## config.mk

```make
export PLATFORM = sky130hd
export DESIGN_NAME = file_stream_reader
export DESIGN_NICKNAME = d
export VERILOG_FILES = /design/src/rtl/file_stream_reader_pkg.sv /design/src/rtl/file_stream_reader_nibble_to_ascii.sv /design/src/rtl/file_stream_reader.sv
export SDC_FILE = /design/constraint.sdc
export NUM_CORES = 1
export LEC_CHECK = 0
export CAP_MARGIN = 20
export CORE_MARGIN = 5
export CORE_UTILIZATION = 32
export DETAILED_ROUTE_END_ITERATION = 8
export PLACE_DENSITY_LB_ADDON = 0.15
export SLEW_MARGIN = 0
export SYNTH_ARGS = -nofsm -noshare
export SYNTH_HDL_FRONTEND = slang
export SYNTH_SLANG_ARGS = --single-unit
```

## constraint.sdc

```tcl
create_clock -name i_clk -period 5.2 [get_ports i_clk]
set_input_delay 1.04 -clock i_clk [delete_from_list [all_inputs] [get_ports i_clk]]
set_output_delay 1.04 -clock i_clk [all_outputs]
set_load 0.02 [all_outputs]
```

## src/rtl/file_stream_reader_pkg.sv

```systemverilog
// Shared types and constants for the file RAM stream reader and its hex formatter.
package file_stream_reader_pkg;

  typedef enum logic [2:0] {
    S_IDLE  = 3'd0,
    S_ADDR  = 3'd1,
    S_DATA  = 3'd2,
    S_SEND  = 3'd3,
    S_ACK   = 3'd4,
    S_DRAIN = 3'd5,
    S_DONE  = 3'd6
  } state_t;

  localparam logic [7:0] ASCII_SPACE     = 8'h20;
  localparam logic [7:0] ASCII_ZERO      = 8'h30;
  localparam logic [7:0] ASCII_HEX_A_OFS = 8'h37;

  localparam int ACK_TIMEOUT_DEF = 4;

endpackage

```

## src/rtl/file_stream_reader_nibble_to_ascii.sv

```systemverilog
// Combinational 4-bit nibble to upper-case ASCII hex character; zero latency, no flow control.
module nibble_to_ascii
  import file_stream_reader_pkg::*;
(
  input  logic [3:0] i_nibble,
  output logic [7:0] o_ascii
);

  logic [7:0] w_nib;
  assign w_nib   = {4'd0, i_nibble};
  assign o_ascii = (i_nibble < 4'd10) ? (ASCII_ZERO + w_nib) : (ASCII_HEX_A_OFS + w_nib);

endmodule

```

## src/rtl/file_stream_reader.sv

```systemverilog
// Streams length bytes from file RAM at base_addr to the UART tx; first tx_start 3 clocks after start.
// Stalls in SEND while tx_busy is high; FILE_STREAM_HEX_EN sends each byte as "HH " instead of raw.
module file_stream_reader
  import file_stream_reader_pkg::*;
#(
  parameter int ADDR_W      = 8,
  parameter int ACK_TIMEOUT = ACK_TIMEOUT_DEF
) (
  input  logic              i_clk,
  input  logic              i_rst_n,
  input  logic              i_start,
  input  logic [ADDR_W-1:0] i_base_addr,
  input  logic [ADDR_W-1:0] i_length,
  input  logic              i_abort,
  output logic              o_busy,
  output logic              o_done,
  output logic [ADDR_W-1:0] o_ram_addr,
  input  logic [7:0]        i_ram_rdata,
  output logic [7:0]        o_tx_data,
  output logic              o_tx_start,
  input  logic              i_tx_busy
);

  localparam int TW = (ACK_TIMEOUT > 1) ? $clog2(ACK_TIMEOUT) : 1;
  localparam logic [TW-1:0] TMO_LAST = TW'(ACK_TIMEOUT - 1);

  state_t            r_state;
  logic [ADDR_W-1:0] r_base;
  logic [ADDR_W-1:0] r_len;
  logic [ADDR_W-1:0] r_idx;
  logic [ADDR_W-1:0] r_ram_addr;
  logic [TW-1:0]     r_tmo;
  logic [7:0]        r_byte;
  logic [7:0]        r_tx_data;
  logic              r_tx_start;
  logic              r_busy;
  logic              r_done;
  logic [ADDR_W-1:0] w_idx_nxt;
  logic [7:0]        w_tx_char;

  assign w_idx_nxt = r_idx + ADDR_W'(1);

`ifdef FILE_STREAM_HEX_EN
  logic [1:0] r_chr;
  logic [7:0] w_hi;
  logic [7:0] w_lo;

  nibble_to_ascii u_hi (.i_nibble(r_byte[7:4]), .o_ascii(w_hi));
  nibble_to_ascii u_lo (.i_nibble(r_byte[3:0]), .o_ascii(w_lo));

  assign w_tx_char = (r_chr == 2'd0) ? w_hi : (r_chr == 2'd1) ? w_lo : ASCII_SPACE;
`else
  assign w_tx_char = r_byte;
`endif

  always_ff @(posedge i_clk or negedge i_rst_n) begin
    if (!i_rst_n) begin
      r_state    <= S_IDLE;
      r_base     <= '0;
      r_len      <= '0;
      r_idx      <= '0;
      r_ram_addr <= '0;
      r_tmo      <= '0;
      r_byte     <= '0;
      r_tx_data  <= '0;
      r_tx_start <= 1'b0;
      r_busy     <= 1'b0;
      r_done     <= 1'b0;
`ifdef FILE_STREAM_HEX_EN
      r_chr      <= 2'd0;
`endif
    end else begin
      r_tx_start <= 1'b0;
      r_done     <= 1'b0;
      // Abort beats everything, including a start arriving in IDLE.
      if (i_abort) begin
        if (r_state != S_IDLE) begin
          r_state <= S_IDLE;
          r_busy  <= 1'b0;
        end
      end else begin
        case (r_state)
          S_IDLE: begin
            if (i_start) begin
              r_base <= i_base_addr;
              r_len  <= i_length;
              r_idx  <= '0;
              r_busy <= 1'b1;
              if (i_length == '0) begin
                r_state <= S_DONE;
              end else begin
                r_ram_addr <= i_base_addr;
                r_state    <= S_ADDR;
              end
            end
          end
          S_ADDR: r_state <= S_DATA;
          S_DATA: begin
            r_byte  <= i_ram_rdata;
`ifdef FILE_STREAM_HEX_EN
            r_chr   <= 2'd0;
`endif
            r_state <= S_SEND;
          end
          S_SEND: begin
            if (!i_tx_busy) begin
              r_tx_data  <= w_tx_char;
              r_tx_start <= 1'b1;
              r_tmo      <= '0;
              r_state    <= S_ACK;
            end
          end
          S_ACK: begin
            if (i_tx_busy || (r_tmo == TMO_LAST)) begin
              r_state <= S_DRAIN;
            end else begin
              r_tmo <= r_tmo + TW'(1);
            end
          end
          S_DRAIN: begin
            if (!i_tx_busy) begin
`ifdef FILE_STREAM_HEX_EN
              if (r_chr != 2'd2) begin
                r_chr   <= r_chr + 2'd1;
                r_state <= S_SEND;
              end else
`endif
              begin
                r_idx <= w_idx_nxt;
                if (w_idx_nxt == r_len) begin
                  r_state <= S_DONE;
                end else begin
                  r_ram_addr <= r_base + w_idx_nxt;
                  r_state    <= S_ADDR;
                end
              end
            end
          end
          S_DONE: begin
            r_done  <= 1'b1;
            r_busy  <= 1'b0;
            r_state <= S_IDLE;
          end
          default: r_state <= S_IDLE;
        endcase
      end
    end
  end

  assign o_busy     = r_busy;
  assign o_done     = r_done;
  assign o_ram_addr = r_ram_addr;
  assign o_tx_data  = r_tx_data;
  assign o_tx_start = r_tx_start;

endmodule
```

==> reports/qor.txt, run 1 <==
First-pass GRT wire length: 11.0 mm
Top layer in use: met4
Worst path max stage delay: 0.57 ns
Leakage power: 1.60 nW
Pwr dens: 480 nW/um^2
Area after DPL: 3660 sq um
Core ar.: 9280 sq um
Layout Nets: 352
Final worst-path cycle share: 63.7%
CTS tree: built
Met2 wire length: 2.86 mm
Initial Util: 32.9%
Crit. End Element: flop
Worst path most repeated cell: nand2_1
Min-Delay Path Class: flop to flop
CP Launch Type: input pin
I/O Buffers: 47
Total power: 1.80 mW
Post-synth ARST share: 100%
F_max: 302 MHz
Clk_skew: 0.0126 ns
Slew @ Worst Pin: 0.734 ns
Setup_tns: 0 ns
FF+latch count, synth: 56
Met3 wire length: 250 microns
GRT Overall Usage: 11.8%
Worst path required time: 5.41 ns
DRT Pass-1 Iters: 4
HPWL Detailed: 4.71 mm
Congestion Overflow GR: 0
Die Area: 11,600 sq um
Slew HR: 51.1%
Starting DRT DRC Count: 71
Final worst path period need: 3.31 ns
Clock latency at the later pin of the worst-skew pair: 0.32 ns
Post-CTS sizing: 0
CP max stage cell: clkdlybuf4s50_1
Vias in the first global route: 2,164
Maximum vdd drop: 0.189 mV
Dominant synthesized flop cell: dfrtp_1
Mapped cell area: 3060 sq um
Htree depth: 2
Syn_nets: 306
Global placement routability congestion: 0.831
Post-synth EDFFs: 0
Pins Over Slew Limit: 0
Syn avg cell area: 11.4 sq um
Io pins: 48
Filler cells: 951
Dpl cells: 435
Drt wl/cell: 14.7 microns
Syn. warnings: 0
CP Cell Sequence: clkdlybuf4s50_1, nor2_1, nand3_2, nand2_1, nand2_1, a21oi_4, mux2_4
Critical path class: input pin to flop
Clock-pin slew on the worst setup and hold paths: 0.11 ns
Critical-path maximum fanout: 19
Layout cells sized above 1: 21.7%
Root buf cell: clkbuf_8
Clock Tree Buf Depth: 2
Cell family with most CP delay: simple AND/OR/NAND/NOR gates
Clk sink count: 56
Number of max-cap violations: 0
Die W: 108 microns
Vias per std cell: 4.73
Largest net degree at the start of global routing: 57
Status: completed
Layout Cell Area excl Fill: 3760 sq um
Post-synth cell types: 48
Die Ht: 108 microns
Final setup violation count: 0
Critical Path AT: 3.53 ns
Mapped Cells: 267
Routed Antenna Nets: 0
Num CTS Buffers: 5
DRC viols: 0
Met1 wire length: 3.32 mm
Routed vias: 2,094
Post-synthesis sequential area ratio: 45.9%
Buf+Inv Stages, Crit Path: 1
RSZ-0062 raised after global routing: no
Final Non-Filler Cells: 443
Fin. Hold Viols: 0
Layout area overhead: 23.0%
Post-Route WL: 6.50 mm
Setup bufs post-CTS: 0
ANT cells: 0
# rows: 35
Cts hold-fix bufs: 0
Initial antenna violation count: 0
## worst reg2reg max path: stages, from the launching register on
cell and delay (ns):
dfrtp_1 0.51, ha_1 0.30, nand3_1 0.15, xnor2_1 0.24
ha_1 0.32, and3_1 0.20, a2111oi_0 0.66, a21oi_1 0.18
xnor2_1 0.18, o21ai_0 0.08, mux2_4 0.28
## registers in the layout, summed over array words and instances, names as in the netlist
register    flops
o_busy          1
o_done          1
o_ram_addr      8
o_tx_data       8
o_tx_start      1
r_base          8
r_byte          8
r_idx           8
r_len           8
r_state         3
r_tmo           2
## placed cells by master (no fill, tap or decap), drive strengths merged, types with 9 or more instances in the layout
cell type and instances:
nor2 14, nand3 10, xnor2 11, nand2 18
dfrtp 56, ha 9, mux2 42, a21oi 12
o21ai 18, clkdlybuf4s50 46
## cells in the mapped netlist (all sizes together), types with 5 or more instances
cell type   n  area [sq um]
dfrtp      56          1400
mux2       42           503
nand2      18          70.1
o21ai      18          90.1
nor2       14          52.6
a21oi      12          82.6
xnor2      11          96.3
nand3      10          67.6
ha          9           113
clkbuf      8          31.3
xor2        8          70.1
and3        5          42.5
inv         5          18.8
nor3        5          35.0
## per-layer routing
| metal | vias up | global-route usage [%] |
|---|---|---|
| li1 | 1053 | - |
| met1 | 1000 | 17.0 |
| met2 | 36 | 17.9 |
| met3 | 5 | 2.40 |
| met4 | 0 | 3.25 |
| met5 | - | 0 |
## final timing paths
kind | start | endpoint | slack, ns | depth (start not counted)
setup / recovery | i_abort | o_ram_addr[5]$_DFFE_PN0P_ | 1.89 | 7
hold / removal | r_tmo[0]$_DFFE_PN0P_ | r_tmo[0]$_DFFE_PN0P_ | 0.51 | 1
setup reg to reg | r_idx[0]$_DFFE_PN0P_ | o_ram_addr[7]$_DFFE_PN0P_ | 2.01 | 10
hold reg to reg | r_tmo[0]$_DFFE_PN0P_ | r_tmo[0]$_DFFE_PN0P_ | 0.51 | 1
max in group asynchronous | i_rst_n | r_tmo[1]$_DFFE_PN0P_ | 3.86 | 2
min in group asynchronous | i_rst_n | o_ram_addr[6]$_DFFE_PN0P_ | 0.85 | 2
## where the power goes
group / switching [mW] / leakage (nW) / total [mW] / internal (mW)
logic: 0.350 / 0.846 / 0.796 / 0.446
clock network: 0.158 / 0.0452 / 0.257 / 0.0988
registers: 0.140 / 0.705 / 0.752 / 0.612
## kinds of logic (layout without fill, tap and decap cells)
| group | after synthesis | after routing | share of synthesized area (%) |
|---|---|---|---|
| AOI/OAI and AO/OA | 47 | 47 | 9.99 |
| xor gates and xnor gates | 21 | 21 | 6.92 |
| adders and majority gates | 10 | 10 | 4.34 |
| buffers and inverters | 16 | 63 | 2.13 |
| DFF | 56 | 56 | 45.9 |
| muxes | 42 | 42 | 16.5 |
| and+or+nand+nor | 75 | 75 | 14.3 |
## metrics by stage
stage,util [%],hold WS [ns],worst slack [ns]
final,40.5,0.513,1.89
after CTS,40.5,0.512,1.82
after detailed placement,39.5,0.493,1.46
after floorplan,-,0.463,2.37
after global routing,40.5,0.536,1.60
after global placement,39.4,0.483,1.53
## cell type report
type	instances	area [sq um]	share of cell area [%]
Multi-Input combinational cell	195	1600	42.4
Sequential cell	56	1400	37.3
Timing Repair Buffer	50	488	13.0
Tap cell	129	161	4.29
Clock buffer	5	68.8	1.83
Clock inverter	3	25.0	0.666
Inverter	5	18.8	0.499
Note: power is estimated with default switching activity, not from simulation.
==> run 2, diff against run 1 <==
==> constraint.sdc (replaced) <==
create_clock -name i_clk -period 2.8 [get_ports i_clk]
set_input_delay 0.56 -clock i_clk [delete_from_list [all_inputs] [get_ports i_clk]]
set_output_delay 0.56 -clock i_clk [all_outputs]
set_load 0.02 [all_outputs]
==> run 2 against run 1 <==
  * Clock skew is 0.0054 ns lower
  * Clock power is 89% higher
  * Non-clock buffer count is 17 higher
  * Cell count is 3.8% higher
  * Largest cell class unchanged
==> reports/qor.txt, run 2 (synthesized netlist as in run 1, its figures left out) <==
Layout Nets: 369 (was 352)
DRC viols: 0 (unchanged)
Htree depth: 2 (unchanged)
DRT Pass-1 Iters: 4 (unchanged)
Min-Delay Path Class: input pin to async pin (was flop to flop)
RSZ-0062 raised after global routing: no (unchanged)
Clock Tree Buf Depth: 2 (unchanged)
ANT cells: 0 (unchanged)
Grt met1 use: 16.1% (was 17.0%)
Number of max-cap violations: 0 (unchanged)
Vias in the first global route: 2,241 (was 2,164)
Num CTS Buffers: 5 (unchanged)
# rows: 35 (unchanged)
Most frequent cells in the layout: dfrtp_1 (56), clkdlybuf4s50_1 (46), mux2_2 (34) (unchanged)
I/O Buffers: 47 (unchanged)
Terminus of the critical flop-to-flop path: o_ram_addr[7]$_DFFE_PN0P_ (unchanged)
Status: completed (unchanged)
Worst path most repeated cell: ha_1 (was nand2_1)
Routed Antenna Nets: 0 (unchanged)
Worst path required time: 3.02 ns (was 5.41 ns)
F_max: 383 MHz
Clock latency at the later pin of the worst-skew pair: 0.32 ns (about the same)
Total power: 3.41 mW (was 1.80 mW)
Filler cells: 937 (was 951)
Most common cell after layout, fill and taps aside: dfrtp_1 (unchanged)
Core ar.: 9280 sq um (unchanged)
Multi-input gate area: 1610 sq um (was 1600 sq um)
HPWL Detailed: 5.02 mm (was 4.71 mm)
Pwr dens: 874 nW/um^2 (was 480 nW/um^2)
Post-CTS sizing: 0 (unchanged)
Register-to-Register Path Depth: 11 (was 10)
Flop2flop setup slack: 0.19 ns (was 2.01 ns)
Layout cells sized above 1: 26.3% (was 21.7%)
Initial antenna violation count: 0 (unchanged)
Global placement routability congestion: 0.754 (was 0.831)
Slew @ Worst Pin: 0.563 ns (was 0.734 ns)
Crit. End Element: flop (unchanged)
Die Area: 11,600 sq um (unchanged)
Pins Over Slew Limit: 0 (unchanged)
CP Cell Sequence: ha_1, nand3_2, xnor2_2, ha_1, and3_1, a2111oi_1, buf_4, a21oi_1, xnor2_1, o21ai_0, mux2_4 (was clkdlybuf4s50_1, nor2_1, nand3_2, nand2_1, nand2_1, a21oi_4, mux2_4)
Final worst-path cycle share: 93.2%
Die Ht: 108 microns (unchanged)
Critical path class: flop to flop (was input pin to flop)
Global-route met2 utilization: 19.4% (was 17.9%)
Congestion Overflow GR: 0 (unchanged)
Setup bufs post-CTS: 0 (unchanged)
Drt wl/cell: 14.6 microns (was 14.7 microns)
Final worst path period need: 2.61 ns
Layout area overhead: 27.7% (was 23.0%)
Die W: 108 microns (unchanged)
Critical Path AT: 2.83 ns (was 3.53 ns)
Starting DRT DRC Count: 76 (was 71)
Setup_tns: 0 ns (unchanged)
Post-Route Utilization: 42.0% (was 40.5%)
CP max stage cell: a2111oi_1 (was clkdlybuf4s50_1)
Initial Util: 32.9% (unchanged)
Final setup violation count: 0 (unchanged)
Maximum vdd drop: 0.439 mV (was 0.189 mV)
Register area: 1400 sq um (unchanged)
Clk_skew: 0.00720 ns (was 0.0126 ns)
Io pins: 48 (unchanged)
CP Launch Type: flop (was input pin)
GRT Overall Usage: 12.0% (was 11.8%)
Root buf cell: clkbuf_8 (unchanged)
Cts hold-fix bufs: 0 (unchanged)
Largest net degree at the start of global routing: 24 (was 57)
Critical-path maximum fanout: 4 (was 19)
Clk sink count: 56 (unchanged)
Leakage power: 1.69 nW (was 1.60 nW)
Final Non-Filler Cells: 460 (was 443)
Post-Route WL: 6.70 mm (was 6.50 mm)
GR Util met3: 2.22% (was 2.40%)
Vias per std cell: 4.75 (was 4.73)
Fin. Hold Viols: 0 (unchanged)
Worst reg2reg startpoint: r_idx[0]$_DFFE_PN0P_ (unchanged)
Worst path max stage delay: 0.38 ns (was 0.57 ns)
Clock-pin slew on the worst setup and hold paths: 0.11 ns (about the same)
Layer carrying the most global-route usage: met2 (unchanged)
Dpl cells: 452 (was 435)
CTS tree: built (unchanged)
Routed vias: 2,187 (was 2,094)
Slew HR: 62.4% (was 51.1%)
First-pass GRT wire length: 11.0 mm (about the same)
run 2: cell count changes in the layout (fill, tap and decap cells not counted):
cell	delta
a2111oi_0	-1
a2111oi_1	+1
buf_4	+17
clkinv_4	+1
inv_6	-2
inv_8	+1
nand3_1	-1
nand3_2	+1
xnor2_1	-1
xnor2_2	+1
run 2: layout make-up:
type | count | share of cell area [%]
well taps | 129 | 4.14
inverters | 5 | 0.481
clock buffers | 5 | 1.76
flip-flops and latches | 56 | 35.9
multi-input cells | 195 | 41.2
clock inverters | 3 | 0.705
repair buffers | 67 | 15.8
run 2: through the flow:
stage	worst slack (ns)	instance area [sq um]	hold slack, ns
after floorplan	0.0548	3060	0.264
after global placement	0.189	3790	0.483
after detailed placement	0.108	3790	0.491
after CTS	0.0928	3890	0.131
after global routing	0.0283	3900	0.144
final	0.191	3900	0.130
run 2: how the worst max path moves through the flow:
stage / start / end / cells past startpoint
2_1_floorplan: r_idx[0]$_DFFE_PN0P_ / o_ram_addr[7]$_DFFE_PN0P_ / 10
3_3_place_gp: r_idx[0]$_DFFE_PN0P_ / o_ram_addr[7]$_DFFE_PN0P_ / 11
3_5_place_dp: r_idx[0]$_DFFE_PN0P_ / o_ram_addr[7]$_DFFE_PN0P_ / 11
4_1_cts: r_idx[1]$_DFFE_PN0P_ / o_ram_addr[7]$_DFFE_PN0P_ / 11
5_1_grt: r_idx[0]$_DFFE_PN0P_ / o_ram_addr[7]$_DFFE_PN0P_ / 11
6_report: r_idx[0]$_DFFE_PN0P_ / o_ram_addr[7]$_DFFE_PN0P_ / 11
run 2: power breakdown:
part / total, mW / switching, mW / internal [mW]
Combinational: 1.54 / 0.672 / 0.871
Sequential: 1.38 / 0.245 / 1.14
Clock: 0.487 / 0.302 / 0.185
run 2: critical path, delay by kind of cell (launching register included):
family          cells  cell delay (ns)
buf+inv             1             0.18
simple gates        2             0.31
xor+xnor            2             0.31
compound gates      3             0.52
mux                 1             0.27
flops               1             0.37
fa+ha+maj           2             0.54
run 2: metal layers:
metal | part of all wire, % | wire length, microns | vias up
met5 | 0 | 0 | -
met4 | 1.3 | 90 | 0
met3 | 3.0 | 203 | 8
met2 | 48 | 3190 | 37
met1 | 48 | 3220 | 1056
li1 | - | - | 1086
